### src/rtl/btn_debounce_tick.sv
`default_nettype none
// ============================================================================
// Module   : btn_debounce_tick
// Purpose  : Push-button debouncer with one-cycle press tick and auto-repeat.
// Revision : 1.0
// ============================================================================
module btn_debounce_tick #(
  parameter int DB_TICKS     = 200000,
  parameter int REPEAT_DELAY = 25000000,
  parameter int REPEAT_RATE  = 5000000
) (
  input  logic clk,
  input  logic reset_n,
  input  logic btn,
  output logic tick,
  output logic db_level
);

  localparam int DW   = $clog2(DB_TICKS + 1);
  localparam int RMAX = (REPEAT_DELAY > REPEAT_RATE) ? REPEAT_DELAY : REPEAT_RATE;
  localparam int RW   = $clog2(RMAX + 1);

  localparam logic [1:0] c_st_idle    = 2'd0;
  localparam logic [1:0] c_st_wait1   = 2'd1;
  localparam logic [1:0] c_st_pressed = 2'd2;
  localparam logic [1:0] c_st_wait0   = 2'd3;

  localparam logic [DW-1:0] c_db_last    = DW'(DB_TICKS - 1);
  localparam logic [RW-1:0] c_delay_last = RW'((REPEAT_DELAY > 0) ? REPEAT_DELAY - 1 : 0);
  localparam logic [RW-1:0] c_rate_last  = RW'(REPEAT_RATE - 1);

  logic          r_s1;
  logic          r_s2;
  logic [1:0]    r_state;
  logic [DW-1:0] r_dcnt;
  logic [RW-1:0] r_rcnt;
  logic          r_rpt_armed;

  logic [1:0]    w_state_nxt;
  logic [DW-1:0] w_dcnt_nxt;
  logic [RW-1:0] w_rcnt_nxt;
  logic          w_armed_nxt;
  logic          w_tick_nxt;
  logic [RW-1:0] w_rpt_last;

  always_comb begin
    w_state_nxt = r_state;
    w_dcnt_nxt  = r_dcnt;
    w_rcnt_nxt  = r_rcnt;
    w_armed_nxt = r_rpt_armed;
    w_tick_nxt  = 1'b0;
    w_rpt_last  = r_rpt_armed ? c_rate_last : c_delay_last;

    case (r_state)
      c_st_idle: begin
        if (r_s2) w_state_nxt = c_st_wait1;
      end
      c_st_wait1: begin
        if (!r_s2) begin
          w_state_nxt = c_st_idle;
        end else if (r_dcnt == c_db_last) begin
          w_state_nxt = c_st_pressed;
          w_tick_nxt  = 1'b1;
          w_rcnt_nxt  = '0;
          w_armed_nxt = 1'b0;
        end else begin
          w_dcnt_nxt = r_dcnt + DW'(1);
        end
      end
      c_st_pressed: begin
        if (!r_s2) begin
          w_state_nxt = c_st_wait0;
        end else if (REPEAT_DELAY != 0) begin
          if (r_rcnt == w_rpt_last) begin
            w_tick_nxt  = 1'b1;
            w_rcnt_nxt  = '0;
            w_armed_nxt = 1'b1;
          end else begin
            w_rcnt_nxt = r_rcnt + RW'(1);
          end
        end
      end
      c_st_wait0: begin
        // Returning to PRESSED keeps the repeat schedule where it was frozen.
        if (r_s2) begin
          w_state_nxt = c_st_pressed;
        end else if (r_dcnt == c_db_last) begin
          w_state_nxt = c_st_idle;
        end else begin
          w_dcnt_nxt = r_dcnt + DW'(1);
        end
      end
      default: w_state_nxt = c_st_idle;
    endcase

    if (w_state_nxt != r_state) w_dcnt_nxt = '0;
  end

  always_ff @(posedge clk) begin
    if (!reset_n) begin
      r_s1        <= 1'b0;
      r_s2        <= 1'b0;
      r_state     <= c_st_idle;
      r_dcnt      <= '0;
      r_rcnt      <= '0;
      r_rpt_armed <= 1'b0;
      tick        <= 1'b0;
      db_level    <= 1'b0;
    end else begin
      r_s1        <= btn;
      r_s2        <= r_s1;
      r_state     <= w_state_nxt;
      r_dcnt      <= w_dcnt_nxt;
      r_rcnt      <= w_rcnt_nxt;
      r_rpt_armed <= w_armed_nxt;
      tick        <= w_tick_nxt;
      db_level    <= (w_state_nxt == c_st_pressed) || (w_state_nxt == c_st_wait0);
    end
  end

endmodule
`default_nettype wire

### config.mk
export PLATFORM = sky130hd
export DESIGN_NAME = btn_debounce_tick
export DESIGN_NICKNAME = d
export VERILOG_FILES = /design/src/rtl/btn_debounce_tick.sv
export SDC_FILE = /design/constraint.sdc
export NUM_CORES = 1
export LEC_CHECK = 0
export CAP_MARGIN = 10
export CORE_MARGIN = 1.5
export CORE_UTILIZATION = 40
export CTS_CLUSTER_SIZE = 8
export DETAILED_ROUTE_END_ITERATION = 12
export PLACE_DENSITY = 0.63
export SLEW_MARGIN = 20
export SYNTH_ARGS = -nofsm -noshare
export SYNTH_HDL_FRONTEND = slang
export SYNTH_SLANG_ARGS = --single-unit
### constraint.sdc
create_clock -name clk -period 2.2 [get_ports clk]
set_clock_uncertainty 0.15 [all_clocks]
set_input_delay 0.55 -clock clk [delete_from_list [all_inputs] [get_ports clk]]
set_output_delay 0.55 -clock clk [all_outputs]
set_load 0.03 [all_outputs]
-- Word level (Yosys, flattened, before mapping)
Cells that the tools add are included.
Widths: inputs -> output; s select.
- bits in read-only memories: 0
- logic and storage cells: 59
- output and inout port bits: 2
- bits of input ports: 3
- latch bits: 0
- RAM bits: 0
- memories: 0
- register bits: 50
- divide/modulo/power cells: 0
- bitwise gates (word level): 1
- reductions and logical operators: 8
- magnitude comparators: 0
- multiply operators: 0
- $add $sub $neg: 2
- mux-type cells: 27
- eq/ne operators: 13
- shift operators: 0
- operators with widths (operator ; count):
    $mux 25 ; 5
    $mux 18 ; 3
    $pmux 25 s2 ; 1
    $pmux 18 s2 ; 1
    $add 25x1->25 const B ; 1
    $eq 25x25->1 ; 1
    $add 18x1->18 const B ; 1
    $eq 18x18->1 const B ; 1
    $mux 2 ; 6
    $ne 2x2->1 const B ; 5
    $eq 2x2->1 const B ; 4
    $mux 1 ; 8
    $pmux 2 s4 ; 1
    $reduce_and 5->1 ; 1
    $pmux 1 s2 ; 2
    $reduce_and 4->1 ; 1
    $reduce_bool 2->1 ; 2
    $reduce_and 3->1 ; 1
    $eq 2x1->1 const B ; 1
    $logic_not 2->1 ; 1
    $ne 2x2->1 ; 1
    $reduce_or 2->1 ; 1
    $logic_or 1x1->1 ; 1
    $not 1->1 ; 1

-- Longest topological paths before layout
- depth in word-level cells: 6
- depth in mapped cells: 10
- mapped depth without buffers: 8

-- Worst setup path before layout
Ideal clock, no wire load.
- kind: register to register
- start point: register r_dcnt[12]
- end point: register r_dcnt[0]
- data required time: 1.935 ns
- cell stages (with the launch flop): 8
- library setup time: 0.115 ns
- clock period less this slack: 2.434 ns
- arrival time: 2.169 ns
- path slack: -0.234 ns
- path buffers: 1
- cell sequence: dfxtp_1 or4_4 nor4_4 and2_1 o221ai_1 o221ai_2 buf_4 nor2_1
- longest elaborated chain between the ends: 6
- elaborated cells on any way between the ends: 12
- classes of those cells: eq/ne: 2; mux: 9; reduce/logical: 1
- ends and longest elaborated chain (what ; RTL line ; text):
    from (decl) ; 35 ; logic [DW-1:0] r_dcnt;
    from (signal assigned) ; 113 ; r_dcnt <= w_dcnt_nxt;
    $eq 18x18->1 * ; 61, 87 ;
    $mux 2 (on tied branches) ; 87, 61 ;
    $mux 2 (on tied branches) ; 85, 59 ;
    $pmux 2 s4 ; 54 ; case (r_state)
    $ne 2x2->1 ; 96 ; if (w_state_nxt != r_state) w_dcnt_nxt = '0;
    $reduce_or 2->1 (no line) ; -- ;
Mark *: on every way between the ends. The rest lies on a longest branch, timed or not. The select of a mux whose other input is x is not followed.
A chain may end at the register's enable or synchronous reset.

-- Worst setup path in the final report
- start point: register r_dcnt[12]
- end point: register r_dcnt[7]
The elaborated chain is that of the path after synthesis.

==> results.cfg <==
[setup_path]
crit_type = flip-flop to flip-flop
arrival_ps = 2440
r2r_end = r_dcnt[7]
max_stage_delay_ps = 550
cp_num_cells = 9
rr_startpoint = r_dcnt[12]
crit_path_end_kind = flip-flop
cp-endpoint = r_dcnt[7]
critPathLaunch = r_dcnt[12]
rr_worst_depth = 9
cp-start-kind = flip-flop
crit_buf_inv = 3
path_cells = or4_4 > nor4_4 > buf_6 > and2_4 > o221ai_2 > o221ai_2 > buf_6 > clkbuf_16 > nor2_2
slowest_stage = or4_4
cp.required_ps = 2260
reg2reg_slack_ps = -180
cp_max_fo = 6
cp_top_family = simple AND/OR/NAND/NOR gates

[routing]
drt_iter0_markers = 87
postRouteAntennaNets = 0
wl_um = 5770
num_vias = 2305
wire_per_inst_um = 13.5
vias_per_cell = 5.37
first_pass_iters = 4
drc = 0

[clock_network]
cts_sinks = 50
cts_made_buffers = 5
h-tree-depth = 2
cts_buffer_depth = 2
cts.clk_slew.worst_paths_ps = 90
cts-root-buf = clkbuf_8
cts_tree = yes
cts_hold_buf = 0
clock_latency_ps = 300

[grt]
grt_pass1_vias = 2187
grt_pass1_wl_um = 9490
grt_antenna_before_repair = 0
grt.total_usage_pct = 16.3
grt_max_degree = 21
grt_remaining_overflow = 0

[synth]
yosysSeqAreaShare_pct = 38.6
synthArstFlopShare_pct = 0
synth_top_area_share_pct = 38.6
ys_ff_latch = 50
yosysTopAreaCell = dfxtp_1
avgSynthCellArea_um2 = 8.33
ys_warn_count = 0
syn-num-nets = 320
syn_inst = 311
synth_edf_count = 0
syn_area_um2 = 2590
yosys-top-cells-count = dfxtp_1 (50), nor2_1 (49), nand2_1 (28)
synth_cell_type_count = 47
synthTopCellsByArea = dfxtp_1 (39%), nor2_1 (7.1%), xor2_1 (6.8%)
synth_most_common_cell = dfxtp_1
synth_ff_type = dfxtp_1

[worst_hold_path]
hp-class = flip-flop to flip-flop
hp-start = r_s1

[cells_and_area]
area_growth_syn_to_layout_pct = 29.1
final_util_pct = 53.0
final_nets = 360
drive_gt1_share_pct = 23.9
diodes = 0

[floorplanning]
dieArea_um2 = 6970
row_count = 29
start_util_pct = 41.0
die_y_um = 83.5
core_um2 = 6310
die_w_um = 83.5
ios = 5

[timing]
slew_headroom_pct = 69.6
hold_slack_ps = 289
slew_viol_final = 0
hold_viol = 0
rsz0062_at_grt = true
setup_viol = 42
fin_crit_ps = 2380
setup_ws_ps = -179
min_period_over_period_pct = 108
worst_slew_pin_slew_ps = 453
fmax_mhz = 420

[pwr]
power_frac_clock_pct = 29.2
p_int_w = 0.00157
switchingPower_w = 0.000641
irDropWorstVdd_v = 0.000447
p_seq_share_pct = 42.5
power_frac_comb_pct = 28.3
power.density_nw_per_um2 = 660
p_leak_nw = 1.20
swShare_pct = 29.0

[outcome]
violations = negative setup slack
status = complete, but fails checks

[placed_design]
hpwl_um = 3710
place.gp.congestion = 0.827
port_buffers = 4

[run]
maxCapViolations = 0
-- how the worst min path moves through the flow --
stage / to / cells past startpoint
after floorplan: r_s2 / 1
after global placement: r_s2 / 1
after detailed placement: r_s2 / 1
after CTS: r_s2 / 1
after global routing: r_s2 / 1
final: r_s2 / 1
-- metal layers --
| metal | GRT usage, % | part of all wire (%) | vias up |
|---|---|---|---|
| met5 | 0 | 0 | - |
| met4 | 5.07 | 1.1 | 0 |
| met3 | 3.86 | 2.5 | 7 |
| met2 | 28.2 | 50 | 20 |
| met1 | 20.3 | 46 | 1105 |
| li1 | - | - | 1173 |
-- cells in the final DEF (no fill, tap or decap), types with 4 or more instances in the layout --
cell type	count
and4_1	5
nand2_1	27
ha_1	6
nand3_1	15
and3_1	9
xnor2_1	13
and2_1	7
nor2_1	34
buf_4	30
a21oi_1	10
xor2_1	20
nor3_1	10
clkbuf_8	5
nand4_1	15
a31oi_1	4
dfxtp_1	48
clkbuf_16	4
buf_6	5
nor2_2	13
clkdlybuf4s50_1	4
inv_1	10
-- through the flow --
step	worst slack [ps]	power, W	cell area (um^2)	instances	TNS, ps
6_report	-179	0.00221	3350	429	-5460
2_1_floorplan	-163	0.00124	2630	311	-2560
3_5_place_dp	-199	0.00141	2970	411	-6970
5_1_grt	-280	0.00231	3350	429	-10180
4_1_cts	-134	0.00206	3100	420	-3710
3_3_place_gp	-201	0.00141	2970	411	-6410
-- state kept, by name, indices dropped and copies added (netlist names) --
name         cells
r_rcnt          25
r_dcnt          18
r_state          2
db_level         1
r_rpt_armed      1
r_s1             1
r_s2             1
tick             1
-- power by group through the flow --
| stage | clock [W] | combinational [W] | sequential (W) |
|---|---|---|---|
| 3_5_place_dp | 0 | 0.000450 | 0.000960 |
| 5_1_grt | 0.000697 | 0.000673 | 0.000942 |
| 6_report | 0.000646 | 0.000625 | 0.000939 |
| 2_1_floorplan | 0 | 0.000262 | 0.000983 |
| 4_1_cts | 0.000669 | 0.000455 | 0.000939 |
| 3_3_place_gp | 0 | 0.000446 | 0.000960 |
-- layout make-up --
cell class / count / area (um^2)
clock buffer: 7 / 76.3
clock inverter: 1 / 30.0
fill: 583 / 2970
inverter: 10 / 37.5
multi-input combinational: 238 / 1620
sequential: 50 / 1000
tap: 77 / 96.3
timing repair buffer: 46 / 482
-- kinds of logic after synthesis --
group	synth area share, %
and+or+nand+nor	30.9
DFF	38.6
AOI/OAI and AO/OA	11.7
xor gates and xnor gates	11.2
buffers and inverters	3.62
adders and majority gates	2.90
muxes	1.16
-- repair_timing --
item / CTS / global route
setup endpoints to repair: 45 / 47
resized for setup: 2 / 29
buffers inserted: 1 / 3
cloned: 0 / 6
pin swaps: 3 / 8
No activity file was read; power rests on OpenSTA's default activity.
